`config.mk`:
```
export PLATFORM = sky130hd
export DESIGN_NAME = z16_fetch_unit
export DESIGN_NICKNAME = d
export VERILOG_FILES = /design/src/rtl/z16_fetch_unit.sv
export SDC_FILE = /design/constraint.sdc
export NUM_CORES = 1
export LEC_CHECK = 0
export CORE_MARGIN = 2
export CORE_UTILIZATION = 30
export CTS_CLUSTER_DIAMETER = 150
export DETAILED_ROUTE_END_ITERATION = 12
export GPL_TIMING_DRIVEN = 0
export PLACE_DENSITY = 0.53
export SLEW_MARGIN = 20
export SYNTH_ARGS = -nofsm -noshare
export SYNTH_HDL_FRONTEND = slang
export SYNTH_SLANG_ARGS = --single-unit
```
`constraint.sdc`:
```
create_clock -name i_clk -period 3.8 [get_ports i_clk]
set_input_delay 1.14 -clock i_clk [delete_from_list [all_inputs] [get_ports i_clk]]
set_output_delay 1.14 -clock i_clk [all_outputs]
set_load 0.005 [all_outputs]
```
`src/rtl/z16_fetch_unit.sv`:
```
// Z16 instruction fetch stage.
// Owns the fetch PC, issues 16-bit reads to instruction memory, buffers
// returned words together with their PCs, and hands them to decode over a
// valid/ready handshake. A redirect flushes the buffers and drops any
// responses that are still in flight. A halt stops new fetches.
module z16_fetch_unit #(
  parameter logic [15:0] RESET_PC        = 16'h0000,
  parameter int          FIFO_DEPTH      = 2,
  parameter int          MAX_OUTSTANDING = 2
) (
  input  logic        i_clk,
  input  logic        i_rst_n,
  output logic        o_imem_req,
  output logic [15:0] o_imem_addr,
  input  logic        i_imem_gnt,
  input  logic        i_imem_rvalid,
  input  logic [15:0] i_imem_rdata,
  output logic [15:0] o_instr,
  output logic [15:0] o_pc,
  output logic        o_valid,
  input  logic        i_ready,
  input  logic        i_redirect,
  input  logic [15:0] i_redirect_pc,
  input  logic        i_halt,
  output logic        o_halted
);

  localparam int PTR_W = $clog2(FIFO_DEPTH);
  localparam int CNT_W = PTR_W + 1;
  localparam logic [CNT_W-1:0] DEPTH_C   = CNT_W'(FIFO_DEPTH);
  localparam logic [CNT_W-1:0] MAX_OUT_C = CNT_W'(MAX_OUTSTANDING);

  typedef enum logic [1:0] {
    ST_BOOT,
    ST_RUN,
    ST_HALT
  } state_t;

  typedef struct packed {
    logic [15:0] pc;
    logic [15:0] instr;
  } entry_t;

  state_t state_q, state_d;

  logic [15:0]      fetch_pc;
  logic [CNT_W-1:0] outstanding;
  logic [CNT_W-1:0] discard;

  // PC queue: PCs of issued requests awaiting their response, in order.
  logic [15:0]      pcq_mem [FIFO_DEPTH];
  logic [PTR_W-1:0] pcq_wr, pcq_rd;

  // Instruction buffer towards decode.
  entry_t           fifo_mem [FIFO_DEPTH];
  logic [PTR_W-1:0] fifo_wr, fifo_rd;
  logic [CNT_W-1:0] fifo_count;

  logic             issue;
  logic             resp_keep;
  logic             push;
  logic             pop;
  logic [CNT_W:0]   inflight;

  // Credits: every accepted request already owns a buffer slot, so the
  // instruction buffer cannot overflow when responses arrive.
  assign inflight  = {1'b0, fifo_count} + {1'b0, outstanding};
  assign issue     = o_imem_req & i_imem_gnt;
  assign resp_keep = i_imem_rvalid & (discard == '0);
  assign push      = resp_keep & ~i_redirect;
  assign pop       = o_valid & i_ready & ~i_redirect;

  assign o_imem_addr = fetch_pc;
  assign o_valid     = (fifo_count != '0);
  assign o_instr     = o_valid ? fifo_mem[fifo_rd].instr : 16'h0000;
  assign o_pc        = o_valid ? fifo_mem[fifo_rd].pc    : 16'h0000;

  // State register.
  // NOTE: sequential state is updated only with non-blocking assignments so
  // every flop samples the values from before the clock edge.
  always_ff @(posedge i_clk or negedge i_rst_n) begin
    if (!i_rst_n) state_q <= ST_BOOT;
    else          state_q <= state_d;
  end

  // Next-state logic: redirect always lands in RUN, halt only counts in RUN.
  // NOTE: every signal written here gets a default first, so no path leaves
  // it unassigned and no latch is inferred.
  always_comb begin
    state_d = state_q;
    unique case (state_q)
      ST_BOOT: state_d = ST_RUN;
      ST_RUN:  if (!i_redirect && i_halt) state_d = ST_HALT;
      ST_HALT: if (i_redirect) state_d = ST_RUN;
      default: state_d = ST_BOOT;
    endcase
  end

  // Output logic: issue fetches in RUN while credits remain.
  always_comb begin
    o_imem_req = 1'b0;
    o_halted   = 1'b0;
    unique case (state_q)
      ST_RUN:  o_imem_req = ~i_redirect && (outstanding < MAX_OUT_C) &&
                            (inflight < {1'b0, DEPTH_C});
      ST_HALT: o_halted = 1'b1;
      default: ;
    endcase
  end

  // Fetch PC: jump on redirect, step by one halfword on every accepted request.
  always_ff @(posedge i_clk or negedge i_rst_n) begin
    if (!i_rst_n)        fetch_pc <= RESET_PC;
    else if (i_redirect) fetch_pc <= i_redirect_pc & 16'hFFFE;
    else if (issue)      fetch_pc <= fetch_pc + 16'd2;
  end

  // Outstanding and discard counters. On redirect, everything still in
  // flight (less a response consumed this cycle) becomes stale.
  always_ff @(posedge i_clk or negedge i_rst_n) begin
    if (!i_rst_n) begin
      outstanding <= '0;
      discard     <= '0;
    end else if (i_redirect) begin
      outstanding <= outstanding - CNT_W'(i_imem_rvalid);
      discard     <= outstanding - CNT_W'(i_imem_rvalid);
    end else begin
      unique case ({issue, i_imem_rvalid})
        2'b10:   outstanding <= outstanding + 1'b1;
        2'b01:   outstanding <= outstanding - 1'b1;
        default: ;
      endcase
      if (i_imem_rvalid && discard != '0) discard <= discard - 1'b1;
    end
  end

  // PC queue pointers: push on issue, pop on each kept response, flush on redirect.
  always_ff @(posedge i_clk or negedge i_rst_n) begin
    if (!i_rst_n) begin
      pcq_wr <= '0;
      pcq_rd <= '0;
    end else if (i_redirect) begin
      pcq_wr <= '0;
      pcq_rd <= '0;
    end else begin
      if (issue)     pcq_wr <= pcq_wr + 1'b1;
      if (resp_keep) pcq_rd <= pcq_rd + 1'b1;
    end
  end

  // PC queue storage.
  // NOTE: storage arrays carry no reset; the pointers and counts alone decide
  // which entries are meaningful.
  always_ff @(posedge i_clk) begin
    if (issue) pcq_mem[pcq_wr] <= fetch_pc;
  end

  // Instruction buffer pointers and occupancy; push and pop together hold the count.
  always_ff @(posedge i_clk or negedge i_rst_n) begin
    if (!i_rst_n) begin
      fifo_wr    <= '0;
      fifo_rd    <= '0;
      fifo_count <= '0;
    end else if (i_redirect) begin
      fifo_wr    <= '0;
      fifo_rd    <= '0;
      fifo_count <= '0;
    end else begin
      if (push) fifo_wr <= fifo_wr + 1'b1;
      if (pop)  fifo_rd <= fifo_rd + 1'b1;
      unique case ({push, pop})
        2'b10:   fifo_count <= fifo_count + 1'b1;
        2'b01:   fifo_count <= fifo_count - 1'b1;
        default: ;
      endcase
    end
  end

  // Instruction buffer storage: each kept response is paired with its PC.
  always_ff @(posedge i_clk) begin
    if (push) fifo_mem[fifo_wr] <= '{pc: pcq_mem[pcq_rd], instr: i_imem_rdata};
  end

  // Memory must never return a word that was not requested.
  rvalid_needs_outstanding: assert property (
    @(posedge i_clk) disable iff (!i_rst_n) i_imem_rvalid |-> (outstanding != '0));

endmodule
```
## Word-level counts from Yosys, hierarchy flattened

Memories as Yosys holds them, arrays and structs flattened.
Index checks and enable logic that the tools add are counted.

- Register bits: 28
- Bits in writable memories: 96
- Input port bits: 39
- Output and inout port bits: 51
- Logic and storage cells: 83
- Memories kept: 2

Memory list:

| memory | depth | width | rd ports | clocked after Yosys merged registers in | wr ports | RTL line | RTL |
|---|---|---|---|---|---|---|---|
| fifo_mem | 2 | 32 | 1 | 0 | 1 | 55 | `entry_t fifo_mem [FIFO_DEPTH];` |
| pcq_mem | 2 | 16 | 1 | 0 | 1 | 51 | `logic [15:0] pcq_mem [FIFO_DEPTH];` |

- $add $sub $neg: 12
- $lt $le $gt $ge: 2
- Eq/ne operators: 8
- Mux-type cells: 27
- Bitwise operators: 6
- Reductions and logical operators: 17

Operators by type and width:

| kind | number |
|---|---|
| 2-to-1 mux 16 bit | 4 |
| adder 16 x 2 -> 16 bit (second input constant) | 1 |
| 2-to-1 mux 1 bit | 14 |
| nonzero test 2 bit | 7 |
| 2-to-1 mux 2 bit | 6 |
| case mux 2 bit (2 select lines) | 2 |
| equality test 2 x 1 -> 1 bit (second input constant) | 3 |
| equality test 2 bit (second input constant) | 3 |
| case mux 2 bit (3 select lines) | 1 |
| nonzero test 3 bit | 2 |
| subtractor 2 x 1 -> 2 bit (second input constant) | 3 |
| bitwise AND 1 bit | 5 |
| adder 1 bit (second input constant) | 4 |
| adder 2 x 1 -> 2 bit (second input constant) | 2 |
| logical AND 1 bit | 4 |
| zero test 2 bit | 2 |
| inequality test 2 bit (second input constant) | 2 |
| adder 2 x 2 -> 3 bit | 1 |
| < comparator 3 x 2 -> 1 bit (second input constant) | 1 |
| < comparator 2 bit (second input constant) | 1 |
| AND reduction 2 bit | 1 |
| subtractor 2 x 1 -> 2 bit | 1 |
| zero test 1 bit | 1 |
| NOT 1 bit | 1 |

## Logic depth before layout (Yosys ltp)

- Word-level depth: 8
- Depth in mapped cells: 7
- Gate-level depth less buffers: 6

## Worst setup path before layout

No wires, ideal clock.

- Kind: input-to-reg
- Start: input i_redirect
- End: memory fifo_mem[1][0] (netlist bit), enable pin
- Setup time: 0.464 ns
- Arrival time: 4.008 ns
- Required time: 3.336 ns
- Setup slack: -0.673 ns
- Cell stages on the path: 4
- Buffers on the path: 3
- Cell sequence: buf_6 -> clkbuf_1 -> clkbuf_1 -> nor3b_1

- Longest elaborated chain between the ends: 4

RTL lines:

| item | RTL line | RTL |
|---|---|---|
| start, declared | 22 | `input logic i_redirect,` |
| NOT 1 bit | 70 | `assign push = resp_keep & ~i_redirect;` |
| bitwise AND 1 bit | 70 |  |
| 2-to-1 mux 1 bit | 181 | `if (push) fifo_mem[fifo_wr] <= '{pc: pcq_mem[pcq_rd], instr: i_imem_rdata};` |
| 2-to-1 mux 1 bit (implied by the code) | 181 |  |
| end, declared | 55 |  |

No other way between the ends.

## Worst setup path after layout

- Start: register fifo_rd
- End: output o_pc[15]

- Longest elaborated chain between the ends: 2

RTL lines:

| item | RTL line | RTL |
|---|---|---|
| start, declared | 56 | `logic [PTR_W-1:0] fifo_wr, fifo_rd;` |
| start signal, assigned | 170 | `if (pop) fifo_rd <= fifo_rd + 1'b1;` |
| memory (2 x 32 bit) | -- |  |
| 2-to-1 mux 16 bit | 76 | `assign o_pc = o_valid ? fifo_mem[fifo_rd].pc : 16'h0000;` |
| end, declared | 19 | `output logic [15:0] o_pc,` |

No other way between the ends.

==> impl_metrics.env <==
export IMPL_post_dp_cell_area_um2=6226
export IMPL_hold_slack_ns=0.5416
export IMPL_post_synth_cell_area_avg_um2=14.07
export IMPL_grt_antenna_before_repair=0
export IMPL_hold_viol_final=0
export IMPL_timing_hold_worst_endpoint="pcq_mem[0][15]$_DFFE_PP_"
export IMPL_ioPinCount=90
export IMPL_postLayoutSetupSlackWorst_ns=0.2298
export IMPL_tritoncts_num_sinks=119
export IMPL_grt_max_degree=28
export IMPL_die_w_um=133.4
export IMPL_finalPower_mw=3.597
export IMPL_flow_area_growth_from_synthesis_pct=33.57
export IMPL_reg2regPathDepth=5
export IMPL_rsz0062_at_grt="no"
export IMPL_synth_top_cells_by_area="sky130_fd_sc_hd__edfxtp_1 55%, sky130_fd_sc_hd__dfrtp_1 13%, sky130_fd_sc_hd__mux2i_1 6.8%"
export IMPL_synth_yosys_seq_area_share_pct=68.44
export IMPL_post_cts_resized=0
export IMPL_dpl_hpwl_um=7683
export IMPL_gpl_final_weighted_congestion=0.7789
export IMPL_fmax_mhz=280.1
export IMPL_clock_skew_final_ns=0.006650
export IMPL_postSynthRegisterBits=119
export IMPL_synth_largest_area_cell="sky130_fd_sc_hd__edfxtp_1"
export IMPL_post_cts_repair_setup_buffers=0
export IMPL_status="completed"
export IMPL_clock_tree_htree_level_count=4
export IMPL_layout_core_utilization_pct=40.75
export IMPL_wirelength_um=10890
export IMPL_cts_hold_buffers=0
export IMPL_drive_above_1_share_pct=11.09
export IMPL_ir_drop_mv=0.3488
export IMPL_arrival_time_worst_endpoint_ns=2.43
export IMPL_core_area_um2=16470
export IMPL_netlist_cell_type_count=49
export IMPL_drt_wirelength_per_cell_um=15.61
export IMPL_hold_depth=0
export IMPL_syn_cell_area_um2=5024
export IMPL_most_common_library_cell_in_the_layout_ignoring_fill_and_taps="sky130_fd_sc_hd__edfxtp_1"
export IMPL_clock_tree_from_tritoncts="built"
export IMPL_drt_initial_drc_count=132
export IMPL_worstReg2RegStart="outstanding[0]$_DFFE_PN0P_"
export IMPL_setup_worst_path_class="reg -> out"
export IMPL_synth_async_reset_ratio_pct=22.69
export IMPL_setup_violations_final=0
export IMPL_finalWorstPathRequiredPeriod_ns=3.570
export IMPL_synth_flop_cell="sky130_fd_sc_hd__edfxtp_1"
export IMPL_synth_largest_type_area_fraction_pct=54.99
export IMPL_antenna_violating_nets_post_route=0
export IMPL_worst_hold_startpoint="o_imem_addr[15]$_DFFE_PN0P_"
export IMPL_grt_ovfl_total=0
export IMPL_r2r_slack_ns=0.83
export IMPL_floorplan_initialDensity_pct=30.51
export IMPL_layout_common_cells="92 x sky130_fd_sc_hd__edfxtp_1, 83 x sky130_fd_sc_hd__clkdlybuf4s50_1, 49 x sky130_fd_sc_hd__nor2_1"
export IMPL_vias=3163
export IMPL_final_nets=509
export IMPL_drt_first_pass_iters=4
export IMPL_finalSetupTns_ns=0
export IMPL_slew_limit_headroom_pct=44.77
export IMPL_worstSkewPairLatency_ns=0.40
export IMPL_die_height_um=133.4
export IMPL_static_leakage_power_nw=2.306
export IMPL_synth_warnings=0
export IMPL_required_ns=2.66
export IMPL_number_of_placement_rows=47
export IMPL_cp_max_fo=10
export IMPL_clk_root_buffer_cell="sky130_fd_sc_hd__clkbuf_16"
export IMPL_timing_worst_slew_pin_value_ns=0.8276
export IMPL_grt_use_total_pct=12.71
export IMPL_instances_no_fill=698
export IMPL_vias_per_cell=4.532
export IMPL_post_route_period_util_pct=93.95
export IMPL_io_buffers=85
export IMPL_power_density_over_cell_area_nw_per_um2=536.1
export IMPL_synth_cells=357
export IMPL_remaining_drc_errors=0
export IMPL_worstHoldPathType="reg -> reg"
export IMPL_clkTransAtPathRegs_ns=0.05
export IMPL_first_global_vias=3312
export IMPL_worstReg2RegEnd="pcq_mem[0][2]$_DFFE_PP_"
export IMPL_post_place_cells=667
export IMPL_critical_path_endpoint_type="output port"
export IMPL_grt_first_pass_wirelength_um=17400
export IMPL_numCtsBuffers=17
export IMPL_fp_dieArea_um2=17800
export IMPL_max_cap_viol_count=0
export IMPL_maxSlewViolCount=0
export IMPL_antenna_cells=0
export IMPL_critPathLaunchType="register"
export IMPL_fin_area_um2=6710
export IMPL_number_of_enable_type_register_cells_in_the_synthesized_netlist=92
export IMPL_ctsLongestPathBuffers=2
export IMPL_pre_cts_slack_ns=0.04794
export IMPL_final_fill_count=1572
==> final cells by class <==
type / instances / area [um2] / area share (%)
sequential: 119 / 3438 / 51.24
multi-input combinational: 211 / 1486 / 22.15
timing repair buffer: 89 / 900.9 / 13.43
clock buffer: 23 / 447.9 / 6.675
tap: 220 / 275.3 / 4.102
buffer: 18 / 90.09 / 1.343
inverter: 10 / 37.54 / 0.5594
clock inverter: 8 / 33.78 / 0.5034
==> worst max path at each step <==
stage	startpoint	to	slack (ns)	cells past startpoint
floorplan	i_redirect	fifo_mem[0][0]$_DFFE_PP_	0.40	4
global placement	i_imem_rvalid	fifo_mem[1][7]$_DFFE_PP_	-0.78	3
detailed placement	i_redirect	o_imem_req	0.05	5
CTS	i_redirect	o_imem_req	0.03	5
global route	fifo_rd$_DFFE_PN0P_	o_pc[15]	0.02	5
finish	fifo_rd$_DFFE_PN0P_	o_pc[15]	0.23	5
==> registers in the layout, summed over array words and instances (netlist names) <==
signal	flops
pcq_rd	1
discard	2
outstanding	2
pcq_wr	1
o_imem_addr	15
state_q	2
fifo_rd	1
pcq_mem	30
fifo_mem	62
fifo_wr	1
fifo_count	2
==> worst max-delay path, cell delays in order, from the launching register on <==
cell and delay, ns:
sky130_fd_sc_hd__dfrtp_1 0.32, sky130_fd_sc_hd__clkbuf_1 0.26, sky130_fd_sc_hd__buf_1 0.61, sky130_fd_sc_hd__mux2i_1 0.16, sky130_fd_sc_hd__nor2_1 0.16, sky130_fd_sc_hd__clkdlybuf4s50_1 0.52
==> cell usage after synthesis, types with 2 or more instances <==
| cell | instances |
|---|---|
| sky130_fd_sc_hd__edfxtp_1 | 92 |
| sky130_fd_sc_hd__nor2_1 | 50 |
| sky130_fd_sc_hd__mux2i_1 | 34 |
| sky130_fd_sc_hd__dfrtp_1 | 27 |
| sky130_fd_sc_hd__nand2_1 | 17 |
| sky130_fd_sc_hd__mux2_2 | 15 |
| sky130_fd_sc_hd__clkbuf_1 | 10 |
| sky130_fd_sc_hd__inv_1 | 10 |
| sky130_fd_sc_hd__o21ai_0 | 8 |
| sky130_fd_sc_hd__xnor2_1 | 8 |
| sky130_fd_sc_hd__a21oi_1 | 7 |
| sky130_fd_sc_hd__nor3_1 | 7 |
| sky130_fd_sc_hd__nand3_1 | 6 |
| sky130_fd_sc_hd__a221o_1 | 5 |
| sky130_fd_sc_hd__buf_1 | 4 |
| sky130_fd_sc_hd__nand2b_1 | 4 |
| sky130_fd_sc_hd__nand4_1 | 4 |
| sky130_fd_sc_hd__nor2b_1 | 4 |
| sky130_fd_sc_hd__nor3b_1 | 4 |
| sky130_fd_sc_hd__ha_1 | 3 |
| sky130_fd_sc_hd__xor2_1 | 3 |
| sky130_fd_sc_hd__a311o_1 | 2 |
| sky130_fd_sc_hd__buf_4 | 2 |
| sky130_fd_sc_hd__buf_6 | 2 |
| sky130_fd_sc_hd__nor3_2 | 2 |
| sky130_fd_sc_hd__o211ai_1 | 2 |
| sky130_fd_sc_hd__o21bai_1 | 2 |
| sky130_fd_sc_hd__or4_1 | 2 |
==> kinds of logic (layout without fill, tap and decap cells) <==
kind of cell	after synthesis	after routing	share of synthesized area, %
fa+ha+maj	4	4	1.146
simple gates	109	109	10.59
mux	49	49	10.14
buf+inv	28	148	2.540
other cells	1	2	0.07465
compound gates	36	36	5.156
flops	119	119	68.44
xor+xnor	11	11	1.918
==> layer usage <==
| metal | vias up | part of all wire, % | global-route usage (%) |
|---|---|---|---|
| met5 | - | 0 | 0 |
| met4 | 0 | 1.5 | 4.787 |
| met3 | 14 | 5.4 | 3.729 |
| met2 | 99 | 48 | 20.73 |
| met1 | 1518 | 45 | 16.05 |
| li1 | 1532 | - | - |
==> report_power, final <==
group	internal, mW	total (mW)	switching, mW
clock	0.810	1.31	0.496
sequential	1.54	1.63	0.0873
combinational	0.341	0.659	0.319
total	2.69	3.60	0.902
(Power assumes the default switching activity.)
